## config.mk

```make
export PLATFORM = sky130hd
export DESIGN_NAME = bin_to_bcd_flat
export DESIGN_NICKNAME = d
export VERILOG_FILES = /design/src/rtl/bin_to_bcd_if.sv /design/src/rtl/bin_to_bcd.sv /design/src/flat_wrapper.sv
export SDC_FILE = /design/constraint.sdc
export NUM_CORES = 1
export LEC_CHECK = 0
export ABC_CLOCK_PERIOD_IN_PS = 1900
export CAP_MARGIN = 40
export CORE_ASPECT_RATIO = 0.8
export CORE_MARGIN = 2
export CORE_UTILIZATION = 55
export DETAILED_ROUTE_END_ITERATION = 6
export GPL_TIMING_DRIVEN = 0
export PLACE_DENSITY = 0.88
export SLEW_MARGIN = 20
export SYNTH_ARGS = -nofsm -noshare
export SYNTH_HDL_FRONTEND = slang
export SYNTH_SLANG_ARGS = --single-unit
```

## constraint.sdc

```tcl
create_clock -name clk -period 1.9 [get_ports clk]
set_input_delay 0.38 -clock clk [delete_from_list [all_inputs] [get_ports clk]]
set_output_delay 0.38 -clock clk [all_outputs]
set_load 0.1 [all_outputs]
```

## src/rtl/bin_to_bcd_if.sv

```systemverilog
// rtl/bin_to_bcd_if.sv - start/busy/done handshake bundle between a binary producer and the BCD converter
//
// Signals:
//   start  producer -> converter  conversion request
//   bin    producer -> converter  unsigned binary value, sampled on the accepting edge
//   busy   converter -> producer  conversion in progress
//   done   converter -> producer  one-cycle pulse when bcd/ovf update
//   bcd    converter -> producer  packed BCD digits, digit 0 in bcd[3:0]
//   ovf    converter -> producer  last converted value exceeded 10^DIGITS-1
interface bin_to_bcd_if #(
    parameter int WIDTH  = 14,
    parameter int DIGITS = 4
);
    logic                  start;
    logic [WIDTH-1:0]      bin;
    logic                  busy;
    logic                  done;
    logic [4*DIGITS-1:0]   bcd;
    logic                  ovf;

    modport master (
        output start,
        output bin,
        input  busy,
        input  done,
        input  bcd,
        input  ovf
    );

    modport slave (
        input  start,
        input  bin,
        output busy,
        output done,
        output bcd,
        output ovf
    );
endinterface

```

## src/rtl/bin_to_bcd.sv

```systemverilog
// rtl/bin_to_bcd.sv - sequential double-dabble binary to packed BCD converter, one input bit per clock
//
// Ports:
//   clk    rising-edge clock
//   rst_n  asynchronous active-low reset
//   bus    bin_to_bcd_if.slave: start/bin in, busy/done/bcd/ovf out (all outputs registered)
//
// A conversion takes WIDTH shift cycles. bcd/ovf hold their previous values until the
// done edge; values above 10^DIGITS-1 saturate the display to all nines and raise ovf.
module bin_to_bcd #(
    parameter int WIDTH  = 14,
    parameter int DIGITS = 4
) (
    input  logic          clk,
    input  logic          rst_n,
    bin_to_bcd_if.slave   bus
);
    localparam int CW = $clog2(WIDTH + 1);
    localparam int BW = 4 * DIGITS;

    function automatic logic [63:0] max_val(input int d);
        logic [63:0] v;
        v = 64'd1;
        for (int i = 0; i < d; i++) begin
            v = v * 64'd10;
        end
        return v - 64'd1;
    endfunction

    localparam logic [63:0]   MAX_VAL = max_val(DIGITS);
    localparam logic [BW-1:0] ALL_NINES = {DIGITS{4'h9}};

    typedef enum logic {
        IDLE,
        SHIFT
    } state_t;

    state_t           state;
    logic [WIDTH-1:0] binreg;
    logic [BW-1:0]    scratch;
    logic [CW-1:0]    cnt;
    logic             ovf_pending;

    logic             busy_r;
    logic             done_r;
    logic [BW-1:0]    bcd_r;
    logic             ovf_r;

    logic [BW-1:0]    adj;
    logic [BW-1:0]    shifted;

    // Add-3 on nibbles >= 5 so the following left shift carries correctly into the
    // next decimal digit; the top scratch bit falls off and is covered by saturation.
    always_comb begin
        adj = scratch;
        for (int k = 0; k < DIGITS; k++) begin
            if (scratch[4*k +: 4] >= 4'd5) begin
                adj[4*k +: 4] = scratch[4*k +: 4] + 4'd3;
            end
        end
        shifted = {adj[BW-2:0], binreg[WIDTH-1]};
    end

    always_ff @(posedge clk or negedge rst_n) begin
        if (!rst_n) begin
            state       <= IDLE;
            binreg      <= '0;
            scratch     <= '0;
            cnt         <= '0;
            ovf_pending <= 1'b0;
            busy_r      <= 1'b0;
            done_r      <= 1'b0;
            bcd_r       <= '0;
            ovf_r       <= 1'b0;
        end else begin
            done_r <= 1'b0;
            case (state)
                IDLE: begin
                    if (bus.start) begin
                        binreg      <= bus.bin;
                        scratch     <= '0;
                        cnt         <= CW'(WIDTH);
                        ovf_pending <= (64'(bus.bin) > MAX_VAL);
                        busy_r      <= 1'b1;
                        state       <= SHIFT;
                    end
                end
                SHIFT: begin
                    scratch <= shifted;
                    binreg  <= {binreg[WIDTH-2:0], 1'b0};
                    cnt     <= cnt - CW'(1);
                    if (cnt == CW'(1)) begin
                        bcd_r  <= ovf_pending ? ALL_NINES : shifted;
                        ovf_r  <= ovf_pending;
                        done_r <= 1'b1;
                        busy_r <= 1'b0;
                        state  <= IDLE;
                    end
                end
                default: state <= IDLE;
            endcase
        end
    end

    assign bus.busy = busy_r;
    assign bus.done = done_r;
    assign bus.bcd  = bcd_r;
    assign bus.ovf  = ovf_r;
endmodule

```

## src/flat_wrapper.sv

```systemverilog
// flat-port wrapper written by rule: the top's interface ports become plain ports
module bin_to_bcd_flat 
#(
    parameter int WIDTH  = 14,
    parameter int DIGITS = 4
)
  (clk, rst_n, bus_start, bus_bin, bus_busy, bus_done, bus_bcd, bus_ovf);
  bin_to_bcd_if #(.WIDTH(WIDTH), .DIGITS(DIGITS)) bus_i ();
  input  logic clk;
  input  logic rst_n;
  input wire logic [$bits(bus_i.start)-1:0] bus_start;
  input wire logic [$bits(bus_i.bin)-1:0] bus_bin;
  output wire logic [$bits(bus_i.busy)-1:0] bus_busy;
  output wire logic [$bits(bus_i.done)-1:0] bus_done;
  output wire logic [$bits(bus_i.bcd)-1:0] bus_bcd;
  output wire logic [$bits(bus_i.ovf)-1:0] bus_ovf;
  assign bus_i.start = bus_start;
  assign bus_i.bin = bus_bin;
  assign bus_busy = bus_i.busy;
  assign bus_done = bus_i.done;
  assign bus_bcd = bus_i.bcd;
  assign bus_ovf = bus_i.ovf;
  bin_to_bcd #(.WIDTH(WIDTH), .DIGITS(DIGITS)) u_core (.clk(clk), .rst_n(rst_n), .bus(bus_i));
endmodule
```

# [Yosys cells after proc, flatten, opt, wreduce, memory -nomap -nowiden]
# Cells that the tools add are included.
[word_totals] register_bits=55 latchBits=0 ramBits=0 rom_bits=0 n_memories=0
[op_classes] addsub=5 n_mul=0 div=0 n_lt_le_gt_ge=5 eq_ne=3 shift=0 muxes=19 bitwise=1 reduce_logical=3
[op_table] cell="2-to-1 mux 16 bit" count=2
[op_table] cell="case mux 16 bit (2 select lines)" count=1
[op_table] cell="case mux 14 bit (2 select lines)" count=1
[op_table] cell="greater-or-equal comparator 4 x 3 -> 1 bit (second input constant)" count=4
[op_table] cell="2-to-1 mux 4 bit" count=4
[op_table] cell="> comparator 14 bit (second input constant)" count=1
[op_table] cell="2-to-1 mux 14 bit" count=1
[op_table] cell="adder 4 x 2 -> 4 bit (second input constant)" count=3
[op_table] cell="case mux 4 bit (2 select lines)" count=1
[op_table] cell="2-to-1 mux 1 bit" count=6
[op_table] cell="AND reduction 2 bit" count=3
[op_table] cell="== test 4 x 1 -> 1 bit (second input constant)" count=1
[op_table] cell="inequality test 2 bit (second input constant)" count=2
[op_table] cell="case mux 1 bit (2 select lines)" count=2
[op_table] cell="subtractor 4 x 1 -> 4 bit (second input constant)" count=1
[op_table] cell="adder 3 x 2 -> 3 bit (second input constant)" count=1
[op_table] cell="2-to-1 mux 3 bit" count=1
[op_table] cell="inverter 1 bit" count=1

# [Depth between registers and ports, before layout]
[logic_depth] depth_word=3 mapped_depth=8 ltp_nobuf=6

# [Worst setup path before layout]
# OpenSTA, ideal clock, no wires.
[synth_timing] path_kind="flip-flop to flip-flop" startpoint="register u_core.scratch[4]" endpoint="register u_core.bcd_r[6], in the netlist u_core.bus.bcd[6]" setup_ns=0.068 arrival_ns=1.292 required_time_ns=1.832 path_slack_ns=0.541 path_stages_with_launch=6 path_buffers=0 period_less_slack_ns=1.359 cell_sequence="dfrtp_1 > ha_1 > nand2b_1 > a21oi_2 > mux2i_1 > a22o_2"
[synth_via] elab_chain_len=3
[synth_rtl] item="start: declaration" line_no="bin_to_bcd.sv:40" source="logic [BW-1:0] scratch;"
[synth_rtl] item="start signal: assignment" line_no="bin_to_bcd.sv:89" source="scratch <= shifted;"
[synth_rtl] item="adder 4 x 2 -> 4 bit / greater-or-equal comparator 4 x 3 -> 1 bit (equally long branches)" line_no="bin_to_bcd.sv:58, bin_to_bcd.sv:57"
[synth_rtl] item="2-to-1 mux 4 bit (*)" line_no="bin_to_bcd.sv:57" source="if (scratch[4*k +: 4] >= 4'd5) begin"
[synth_rtl] item="2-to-1 mux 16 bit (*)" line_no="bin_to_bcd.sv:93" source="bcd_r <= ovf_pending ? ALL_NINES : shifted;"
[synth_rtl] item="end signal: assignment" line_no="bin_to_bcd.sv:93"
[synth_rtl] item="end: declaration" line_no="bin_to_bcd.sv:46" source="logic [BW-1:0] bcd_r;"
# Mark *: on every way between the ends. The rest lies on a longest branch, timed or not.
# A chain may end at the register's enable or synchronous reset.

# [Worst setup path after layout]
[layout_timing] startpoint="register u_core.busy_r, in the netlist u_core.bus.busy" endpoint="output port bus_busy"
[layout_rtl] item="start: declaration" line_no="bin_to_bcd.sv:44" source="logic busy_r;"
[layout_rtl] item="start signal: assignment" line_no="bin_to_bcd.sv:71" source="busy_r <= 1'b0;"
[layout_rtl] item="start signal: assignment" line_no="bin_to_bcd.sv:84" source="busy_r <= 1'b1;"
[layout_rtl] item="start signal: assignment" line_no="bin_to_bcd.sv:96" source="busy_r <= 1'b0;"
[layout_rtl] item="end: declaration" line_no="flat_wrapper.sv:13" source="output wire logic [$bits(bus_i.busy)-1:0] bus_busy;"
# No word-level cell between the ends.

==> impl_metrics.py <==
metrics = {
    "run_status": {
        "outcome": "finished, final reports clean",
    },
    "drt": {
        "first_pass_iters": 4,
        "dr_total_vias": 2126,
        "via_per_inst": 5.68,
        "totalWireLength_mm": 6.16,
        "drtIter0Drc": 146,
        "ant_nets": 0,
        "wl_per_cell_um": 16.5,
        "drc_errors": 0,
    },
    "timing": {
        "fin_crit_ns": 1.83,
        "finalClockSkew_ns": 0.00507,
        "fin_ws_ns": 0.0705,
        "fin_tns_setup_ns": 0,
        "slew_violations": 0,
        "period_share_pct": 96.3,
        "relSlewSlack_pct": 53.9,
        "hold_viol_final": 0,
        "worst_pin_slew_ns": 0.691,
        "fmax_mhz": 547,
        "finalSetupViolCount": 0,
        "rsz0062_at_grt": "no",
    },
    "logic_synthesis": {
        "ys_seq_area_share_pct": 51.0,
        "synth_cell_type_count": 30,
        "synth-edff-count": 0,
        "yosysMostFrequentCell": "dfrtp_1",
        "async_flop_share_pct": 100,
        "ys_top_cells_by_count": "dfrtp_1, nand2_1, mux2i_1",
        "syn_area_per_cell_um2": 10.6,
        "synth-warning-count": 0,
        "synth_ff_type": "dfrtp_1",
        "syn_nets": 281,
        "netlist_area_mm2": 0.00270,
        "synth_top_area_share_pct": 51.0,
        "syn_inst": 254,
        "synth_seq_cells": 55,
        "synth_top_cells_by_area": "dfrtp_1, mux2i_1, ha_1, a21oi_1, o21ai_0",
        "synth_area_leader_cell": "dfrtp_1",
    },
    "clock_network": {
        "clkLatencyLatePin_ns": 0.31,
        "cts_tree": "yes",
        "cts.path.max_buffers": 2,
        "postCtsHoldBufs": 0,
        "clock-sinks": 55,
        "path_clk_slew_ns": 0.09,
        "post-cts-setup-buffers": 0,
        "htreeDepth": 2,
        "cts.repair.resized": 0,
        "cts_buffers": 5,
        "cts-root-buf": "clkbuf_8",
    },
    "worst_setup_path": {
        "critical_path.max_fanout": 2,
        "critPathMaxStageDelay_ns": 0.55,
        "cp.required_ns": 1.52,
        "critical_path_class": "flip-flop to output pin",
        "crit_slowest_cell": "clkdlybuf4s50_1",
        "cp-end-kind": "output pin",
        "cp-start-kind": "flip-flop",
        "path_cells": "clkdlybuf4s50_1 > buf_8",
        "cp.arrival_ns": 1.45,
    },
    "floorplan": {
        "initial_core_util_pct": 58.0,
        "ios": 36,
        "rows": 22,
        "dieArea_mm2": 0.00548,
        "die_x_um": 82.3,
        "core_mm2": 0.00465,
        "fp.dieH_um": 66.6,
    },
    "layout": {
        "seqCellArea_mm2": 0.00138,
        "final_nets": 342,
        "synthToLayoutAreaGrowth_pct": 28.9,
        "utilization_pct": 74.8,
        "num_antenna_cells": 0,
        "drive_gt1_share_pct": 15.3,
        "multiInputGateArea_mm2": 0.00118,
        "fillers": 325,
        "final_cells": 374,
    },
    "grt": {
        "grt_pass1_vias": 2197,
        "grt-ovfl-total": 0,
        "antenna_found_initial": 0,
        "grt_max_degree": 56,
        "use_met2_pct": 42.1,
        "track_usage_pct": 25.6,
        "grt_first_pass_wirelength_mm": 10.4,
        "use_met3_pct": 7.32,
        "grt.busiest_layer": "met2",
        "use_met1_pct": 32.9,
    },
    "placement": {
        "gp_congestion": 0.856,
        "port_buffers": 35,
        "place_ws_ns": 0.164,
        "dp.cells": 368,
        "dp_hpwl_mm": 4.43,
    },
    "job": {
        "maxCapViolCount": 0,
    },
    "min_path": {
        "min_path_type": "input pin to asynchronous set/reset pin",
    },
}
[cells by family (layout without fill, tap and decap cells)]
| family | count (synthesis) | count (layout) | synth area share (%) |
|---|---|---|---|
| mux | 22 | 22 | 8.16 |
| xor+xnor | 6 | 6 | 1.95 |
| fa+ha+maj | 10 | 10 | 4.64 |
| flops | 55 | 55 | 51.0 |
| simple gates | 67 | 67 | 12.6 |
| compound gates | 68 | 68 | 16.5 |
| buf+inv | 26 | 86 | 5.20 |
[layout by cell type (no fill, tap or decap)]
cell type         n
dfrtp_1          55
clkdlybuf4s50_1  34
nand2_1          23
mux2i_1          22
a21oi_1          20
buf_8            20
o21ai_0          19
nor2_1           15
inv_1            11
a21o_1           10
ha_1             10
nand2b_1          9
buf_2             8
nor3_1            8
nor3b_1           7
xnor2_1           6
clkbuf_8          5
a21oi_2           4
a22o_1            4
a22o_2            4
a32o_1            3
clkbuf_1          3
buf_6             2
buf_4             2
o31ai_1           2
nand3_1           2
nand4bb_1         1
inv_4             1
nor2_8            1
o31ai_2           1
a31oi_1           1
nor4_1            1
[final cells by class]
cell class | instances | area share (%)
Sequential cell | 55 | 39.6
Buffer | 14 | 2.66
Tap cell | 60 | 2.16
Multi-Input combinational cell | 173 | 34.0
Inverter | 12 | 1.37
Timing Repair Buffer | 54 | 18.2
Clock buffer | 6 | 2.09
[through the flow]
| step | area, um2 | hold slack (ns) |
|---|---|---|
| global placement | 3120 | 0.459 |
| detailed placement | 3410 | 0.468 |
| floorplan | 2700 | 0.0844 |
| global route | 3480 | 0.159 |
| finish | 3480 | 0.0899 |
| CTS | 3480 | 0.137 |
[metal layers]
layer / part of all wire (%) / wire, um
met3: 6.8 / 422
met5: 0 / 0
met4: 0.47 / 29
met1: 42 / 2590
met2: 51 / 3120
[sequential cells by signal, indices dropped and copies added (netlist names)]
name                count
u_core.cnt              4
u_core.bus.done         1
u_core.bus.busy         1
u_core.bus.ovf          1
u_core.bus.bcd         16
u_core.ovf_pending      1
u_core.binreg          14
u_core.state            1
u_core.scratch         16
[worst paths after layout]
| path | from | endpoint | slack (ns) | cells past startpoint |
|---|---|---|---|---|
| setup / recovery | u_core.bus.busy$_DFFE_PN0P_ | bus_busy | 0.07 | 2 |
| hold / removal | rst_n | u_core.bus.bcd[13]$_DFFE_PN0P_ | 0.09 | 1 |
| setup reg to reg | u_core.scratch[9]$_DFFE_PN0P_ | u_core.bus.bcd[10]$_DFFE_PN0P_ | 0.29 | 6 |
| hold reg to reg | u_core.bus.bcd[13]$_DFFE_PN0P_ | u_core.bus.bcd[13]$_DFFE_PN0P_ | 0.50 | 2 |
| max in group asynchronous | rst_n | u_core.bus.bcd[1]$_DFFE_PN0P_ | 1.34 | 1 |
| min in group clk | u_core.bus.bcd[13]$_DFFE_PN0P_ | u_core.bus.bcd[13]$_DFFE_PN0P_ | 0.50 | 2 |
[critical path, delay by kind of cell, from the launching register on]
kind                   cells  cell delay (ns)
DFF                        1             0.38
buffers and inverters      2             0.76
Power is left out: the tool's default activity adds up to more than one toggle a clock period on the data nets, which glitch-free logic cannot reach.
